$ cat src/rtl/bsg_gw_bringup_sequencer.sv
// Gateway bring-up sequencer: drives the clock selects, times the clock/core reset
// release, serialises the tag words LSB first and waits for every link to come up.
module bsg_gw_bringup_sequencer #(
  parameter int num_links_p       = 20,
  parameter int tag_width_p       = 16,
  parameter int num_tag_words_p   = 4,
  parameter int clk_rst_cycles_p  = 64,
  parameter int sel_settle_cycles_p = 16,
  parameter int core_rst_cycles_p = 32,
  parameter int tag_gap_cycles_p  = 2,
  parameter int link_timeout_p    = 4096
) (
  input  logic                                     clk_i,
  input  logic                                     reset_n_i,
  input  logic                                     start_i,
  input  logic [2:0]                               sel_i,
  input  logic [num_tag_words_p*tag_width_p-1:0]   tag_payload_i,
  input  logic [num_links_p-1:0]                   link_up_i,
  output logic [2:0]                               sel_o,
  output logic                                     clk_reset_o,
  output logic                                     core_reset_o,
  output logic                                     tag_en_o,
  output logic                                     tag_data_o,
  output logic                                     busy_o,
  output logic                                     done_o,
  output logic                                     error_o
);

  localparam int PW = num_tag_words_p * tag_width_p;
  localparam int TW = (PW > 0) ? PW : 1;

  function automatic int max2(input int a, input int b);
    return (a > b) ? a : b;
  endfunction

  localparam int MAX_CYC = max2(max2(max2(sel_settle_cycles_p, clk_rst_cycles_p),
                                     max2(core_rst_cycles_p, tag_gap_cycles_p)),
                                max2(link_timeout_p, tag_width_p));
  localparam int CW = $clog2(MAX_CYC + 1);
  localparam int WW = (num_tag_words_p > 1) ? $clog2(num_tag_words_p) : 1;

  localparam logic [CW-1:0] SETTLE_LAST = CW'(sel_settle_cycles_p - 1);
  localparam logic [CW-1:0] CLKRST_LAST = CW'(clk_rst_cycles_p - 1);
  localparam logic [CW-1:0] BIT_LAST    = CW'(tag_width_p - 1);
  localparam logic [CW-1:0] GAP_LAST    = CW'(tag_gap_cycles_p - 1);
  localparam logic [CW-1:0] CORE_LAST   = CW'(core_rst_cycles_p - 1);
  localparam logic [CW-1:0] LINK_LAST   = CW'(link_timeout_p - 1);
  localparam logic [WW-1:0] WORD_LAST   = WW'(num_tag_words_p - 1);

  typedef enum logic [3:0] {
    S_IDLE, S_SEL_SETTLE, S_CLK_RST, S_TAG_SHIFT, S_TAG_GAP,
    S_CORE_RST, S_LINK_WAIT, S_DONE, S_ERROR
  } state_e;

  state_e          r_state;
  logic [CW-1:0]   r_cnt;
  logic [WW-1:0]   r_word;
  logic [TW-1:0]   r_tag;
  logic [2:0]      r_sel;
  logic            r_clk_reset;
  logic            r_core_reset;
  logic            r_tag_en;
  logic            r_tag_data;
  logic            r_busy;
  logic            r_done;
  logic            r_error;

  // r_tag is a working copy that shifts out one bit per tag cycle; words are
  // contiguous in the payload, so a single shifter covers every word in order.
  always_ff @(posedge clk_i or negedge reset_n_i) begin
    if (!reset_n_i) begin
      r_state      <= S_IDLE;
      r_cnt        <= '0;
      r_word       <= '0;
      r_tag        <= '0;
      r_sel        <= '0;
      r_clk_reset  <= 1'b1;
      r_core_reset <= 1'b1;
      r_tag_en     <= 1'b0;
      r_tag_data   <= 1'b0;
      r_busy       <= 1'b0;
      r_done       <= 1'b0;
      r_error      <= 1'b0;
    end else begin
      case (r_state)
        S_IDLE, S_DONE, S_ERROR: begin
          if (start_i) begin
            r_state      <= S_SEL_SETTLE;
            r_sel        <= sel_i;
            r_tag        <= TW'(tag_payload_i);
            r_clk_reset  <= 1'b1;
            r_core_reset <= 1'b1;
            r_busy       <= 1'b1;
            r_done       <= 1'b0;
            r_error      <= 1'b0;
            r_cnt        <= '0;
            r_word       <= '0;
          end
        end
        S_SEL_SETTLE: begin
          if (r_cnt == SETTLE_LAST) begin
            r_state <= S_CLK_RST;
            r_cnt   <= '0;
          end else begin
            r_cnt <= r_cnt + CW'(1);
          end
        end
        S_CLK_RST: begin
          if (r_cnt == CLKRST_LAST) begin
            r_clk_reset <= 1'b0;
            r_cnt       <= '0;
            if (num_tag_words_p == 0) begin
              r_state <= S_CORE_RST;
            end else begin
              r_state    <= S_TAG_SHIFT;
              r_tag_en   <= 1'b1;
              r_tag_data <= r_tag[0];
              r_tag      <= r_tag >> 1;
            end
          end else begin
            r_cnt <= r_cnt + CW'(1);
          end
        end
        S_TAG_SHIFT: begin
          if (r_cnt == BIT_LAST) begin
            r_cnt <= '0;
            if (r_word == WORD_LAST) begin
              r_state    <= S_CORE_RST;
              r_tag_en   <= 1'b0;
              r_tag_data <= 1'b0;
            end else begin
              r_word <= r_word + WW'(1);
              if (tag_gap_cycles_p == 0) begin
                r_tag_data <= r_tag[0];
                r_tag      <= r_tag >> 1;
              end else begin
                r_state    <= S_TAG_GAP;
                r_tag_en   <= 1'b0;
                r_tag_data <= 1'b0;
              end
            end
          end else begin
            r_cnt      <= r_cnt + CW'(1);
            r_tag_data <= r_tag[0];
            r_tag      <= r_tag >> 1;
          end
        end
        S_TAG_GAP: begin
          if (r_cnt == GAP_LAST) begin
            r_state    <= S_TAG_SHIFT;
            r_cnt      <= '0;
            r_tag_en   <= 1'b1;
            r_tag_data <= r_tag[0];
            r_tag      <= r_tag >> 1;
          end else begin
            r_cnt <= r_cnt + CW'(1);
          end
        end
        S_CORE_RST: begin
          if (r_cnt == CORE_LAST) begin
            r_state      <= S_LINK_WAIT;
            r_core_reset <= 1'b0;
            r_cnt        <= '0;
          end else begin
            r_cnt <= r_cnt + CW'(1);
          end
        end
        S_LINK_WAIT: begin
          // all-links-up takes priority over a coincident timeout
          if (&link_up_i) begin
            r_state <= S_DONE;
            r_busy  <= 1'b0;
            r_done  <= 1'b1;
          end else if (r_cnt == LINK_LAST) begin
            r_state <= S_ERROR;
            r_busy  <= 1'b0;
            r_error <= 1'b1;
          end else begin
            r_cnt <= r_cnt + CW'(1);
          end
        end
        default: r_state <= S_IDLE;
      endcase
    end
  end

  assign sel_o        = r_sel;
  assign clk_reset_o  = r_clk_reset;
  assign core_reset_o = r_core_reset;
  assign tag_en_o     = r_tag_en;
  assign tag_data_o   = r_tag_data;
  assign busy_o       = r_busy;
  assign done_o       = r_done;
  assign error_o      = r_error;

endmodule

$ cat config.mk
export PLATFORM = sky130hd
export DESIGN_NAME = bsg_gw_bringup_sequencer
export DESIGN_NICKNAME = d
export VERILOG_FILES = /design/src/rtl/bsg_gw_bringup_sequencer.sv
export SDC_FILE = /design/constraint.sdc
export NUM_CORES = 1
export LEC_CHECK = 0
export ABC_AREA = 0
export CORE_MARGIN = 2
export CORE_UTILIZATION = 55
export CTS_CLUSTER_SIZE = 40
export DETAILED_ROUTE_END_ITERATION = 8
export PLACE_DENSITY = 0.84
export SETUP_SLACK_MARGIN = 0.4
export SKIP_CTS_REPAIR_TIMING = 1
export SYNTH_ARGS = -nofsm -noshare
export SYNTH_HDL_FRONTEND = slang
export SYNTH_SLANG_ARGS = --single-unit
$ cat constraint.sdc
create_clock -name clk_i -period 6.45 [get_ports clk_i]
set_input_delay 1.935 -clock clk_i [delete_from_list [all_inputs] [get_ports clk_i]]
set_output_delay 1.935 -clock clk_i [all_outputs]
set_load 0.02 [all_outputs]
==> metrics.cfg <==
[run_status]
status = completed

[critical_path]
path_class = input port to register
critPathLaunch = start_i
critPathLaunchType = input port
ff2ff_path_depth = 6
path_max_fanout = 64
r2r_setup_slack_ns = 3.08
critPathArrivalTime_ns = 4.04
slowest_delay_ns = 1.01
path_cells = clkdlybuf4s50_1, o2111a_4, mux2_4
endpoint = r_tag[10]
critPathRequiredTime_ns = 6.70
endpoint_kind = register
slowest_stage = o2111a_4
reg2reg_to = r_tag[10]
worst_r2r_startpoint = r_cnt[7]

[finish]
antenna_cells = 0
layout.nets = 715
drive_gt1_share_pct = 15.5
utilization_pct = 69.3
final_cell_mix = 213 x nand2_1, 98 x clkdlybuf4s50_1, 91 x dfrtp_1, 59 x mux2_4, 16 x nor2_1
area_growth_pct = 22.4
layout_commonest_cell = nand2_1

[grt]
grt_pass1_wl_mm = 18.8
grt_max_degree = 65
grt_pass1_vias = 3989
track_usage_pct = 23.1
grt_antenna_before_repair = 0
overflow = 0

[synthesis]
synth_edf_count = 0
syn_area_per_cell_sq_um = 9.71
synthCells = 536
synth-seq-cells = 93
yosysWarnings = 0
syn_area_sq_um = 5200
synth_largest_area_cell = dfrtp_1
synth_cell_types = 51
seq_area_frac_synth_pct = 44.8
synth_top_cell_area_share_pct = 43.8
async_flop_share_pct = 100
synthTopCellsByArea = dfrtp_1 44%, mux2_4 17%, nand2_1 15%
synthFlopType = dfrtp_1
synth_nets = 629

[routing]
wirelength_mm = 11.2
dr.pass1.iters = 4
routedWlPerCell_microns = 15.2
num_vias = 4029
dr.first_iter.drc_count = 275
ant_nets = 0
drc = 0
viasPerCell = 5.46

[placement]
hpwl_mm = 7.56
place_congestion = 0.911
pre_cts_slack_ns = 2.26
port_buffers = 99

[floorplan]
num_rows = 35
start_util_pct = 56.6
coreArea_sq_um = 9200
die_h_microns = 101
ios = 100
fp.dieW_microns = 101
die_area_sq_um = 10300

[power]
comb_power_share_pct = 7.0
p_leak_nw = 3.11
p_per_area_nw_per_um2 = 168
p_clk_share_pct = 38.2
vdd_drop_max_v = 0.000132
p_sw_share_pct = 22.4
seqPwrFrac_pct = 54.8
p_sw_mw = 0.239
intPower_mw = 0.830

[clocking]
clk_latency_ns = 0.38
root_buffer = clkbuf_8
clkTransAtPathRegs_ns = 0.09
htree_levels = 3
tritoncts = yes
cts_made_buffers = 9
cts.sinks = 93
cts_buffer_depth = 2

[timing]
drv_slew = 0
fmax_ghz = 0.264
worst_slack_ns = 2.67
setup_viol = 0
clock-skew-final_ns = 0.0141
rsz0062_at_grt = false
finalHoldViolations = 0
period_share_pct = 58.7
relSlewSlack_pct = 24.5
tightest_slew_ns = 1.13
min_period_ns = 3.78
setup_tns_ns = 0

[worst_hold_path]
hold_class = register to register

[run]
cap_viol_max_count = 0

[layer usage]
| metal | vias up | global-route usage [%] | wire length, microns |
|---|---|---|---|
| li1 | 1981 | - | - |
| met1 | 1948 | 33.2 | 5340 |
| met2 | 87 | 35.6 | 5230 |
| met3 | 13 | 4.35 | 509 |
| met4 | 0 | 7.59 | 147 |
| met5 | - | 0 | 0 |
[worst max-delay path, delay by kind of cell]
kind                   cells  cell delay, ns
AOI/OAI and AO/OA          1            1.01
muxes                      1            0.36
buffers and inverters      1            0.65
[worst min path at each step]
stage / startpoint / to / cells after the start / slack [ns]
5_1_grt: done_o / done_o / 2 / 0.50
4_1_cts: done_o / done_o / 2 / 0.49
6_report: done_o / done_o / 2 / 0.49
3_5_place_dp: sel_o[0] / sel_o[0] / 2 / 0.47
3_3_place_gp: sel_o[2] / sel_o[2] / 2 / 0.47
2_1_floorplan: r_tag[41] / r_tag[41] / 1 / 0.48
[synth_stat cells, drive strengths merged, types with 2 or more instances]
master,n
nor2b,4
nand4,7
inv,6
dfrtp,91
or3,6
and2,4
nor3,4
o2111a,2
nor4b,3
nand2,213
o31ai,4
o2bb2ai,2
and4,2
a22o,8
o22a,2
a21boi,2
nand2b,5
ha,3
a2bb2oi,3
clkbuf,19
or2,4
nor2,17
buf,8
or4,2
and3,2
o21ai,16
mux2,66
dfstp,2
nand3,7
mux2i,2
o211a,2
a21oi,5
[power groups by stage]
stage | logic [mW] | registers [mW] | clock network [mW]
after CTS | 0.0762 | 0.586 | 0.414
after global routing | 0.0811 | 0.586 | 0.445
after detailed placement | 0.0755 | 0.597 | 0
after global placement | 0.0749 | 0.597 | 0
after floorplan | 0.00233 | 0.599 | 0
final | 0.0752 | 0.586 | 0.408
[cell type report]
class / instances / area (sq um)
Sequential cell: 93 / 2330
Timing Repair Buffer: 102 / 1010
Fill cell: 720 / 2830
Tap cell: 111 / 139
Clock inverter: 5 / 65.1
Multi-Input combinational cell: 410 / 2660
Clock buffer: 11 / 141
Inverter: 6 / 22.5
[state kept, by name, summed over array words and instances (netlist names)]
signal and flops:
busy_o 1, clk_reset_o 1, core_reset_o 1, done_o 1, error_o 1, r_cnt 13
r_state 4, r_tag 64, r_word 2, sel_o 3, tag_data_o 1, tag_en_o 1
[through the flow]
stage / hold slack, ns / instances / area (sq um) / total power [mW]
final: 0.495 / 738 / 6370 / 1.07
after global routing: 0.505 / 738 / 6370 / 1.11
after CTS: 0.494 / 738 / 6370 / 1.08
after detailed placement: 0.472 / 722 / 6160 / 0.673
after floorplan: 0.481 / 536 / 5200 / 0.602
after global placement: 0.466 / 722 / 6160 / 0.672
[kinds of logic after synthesis]
kind of cell	after synthesis	share of synthesized area, %
muxes	68	18.9
AOI/OAI and AO/OA	55	7.64
DFF	93	44.8
and+or+nand+nor	283	23.3
adders and majority gates	3	0.721
buffers and inverters	33	4.47
xor gates and xnor gates	1	0.168
No activity file was read; power rests on OpenSTA's default activity.
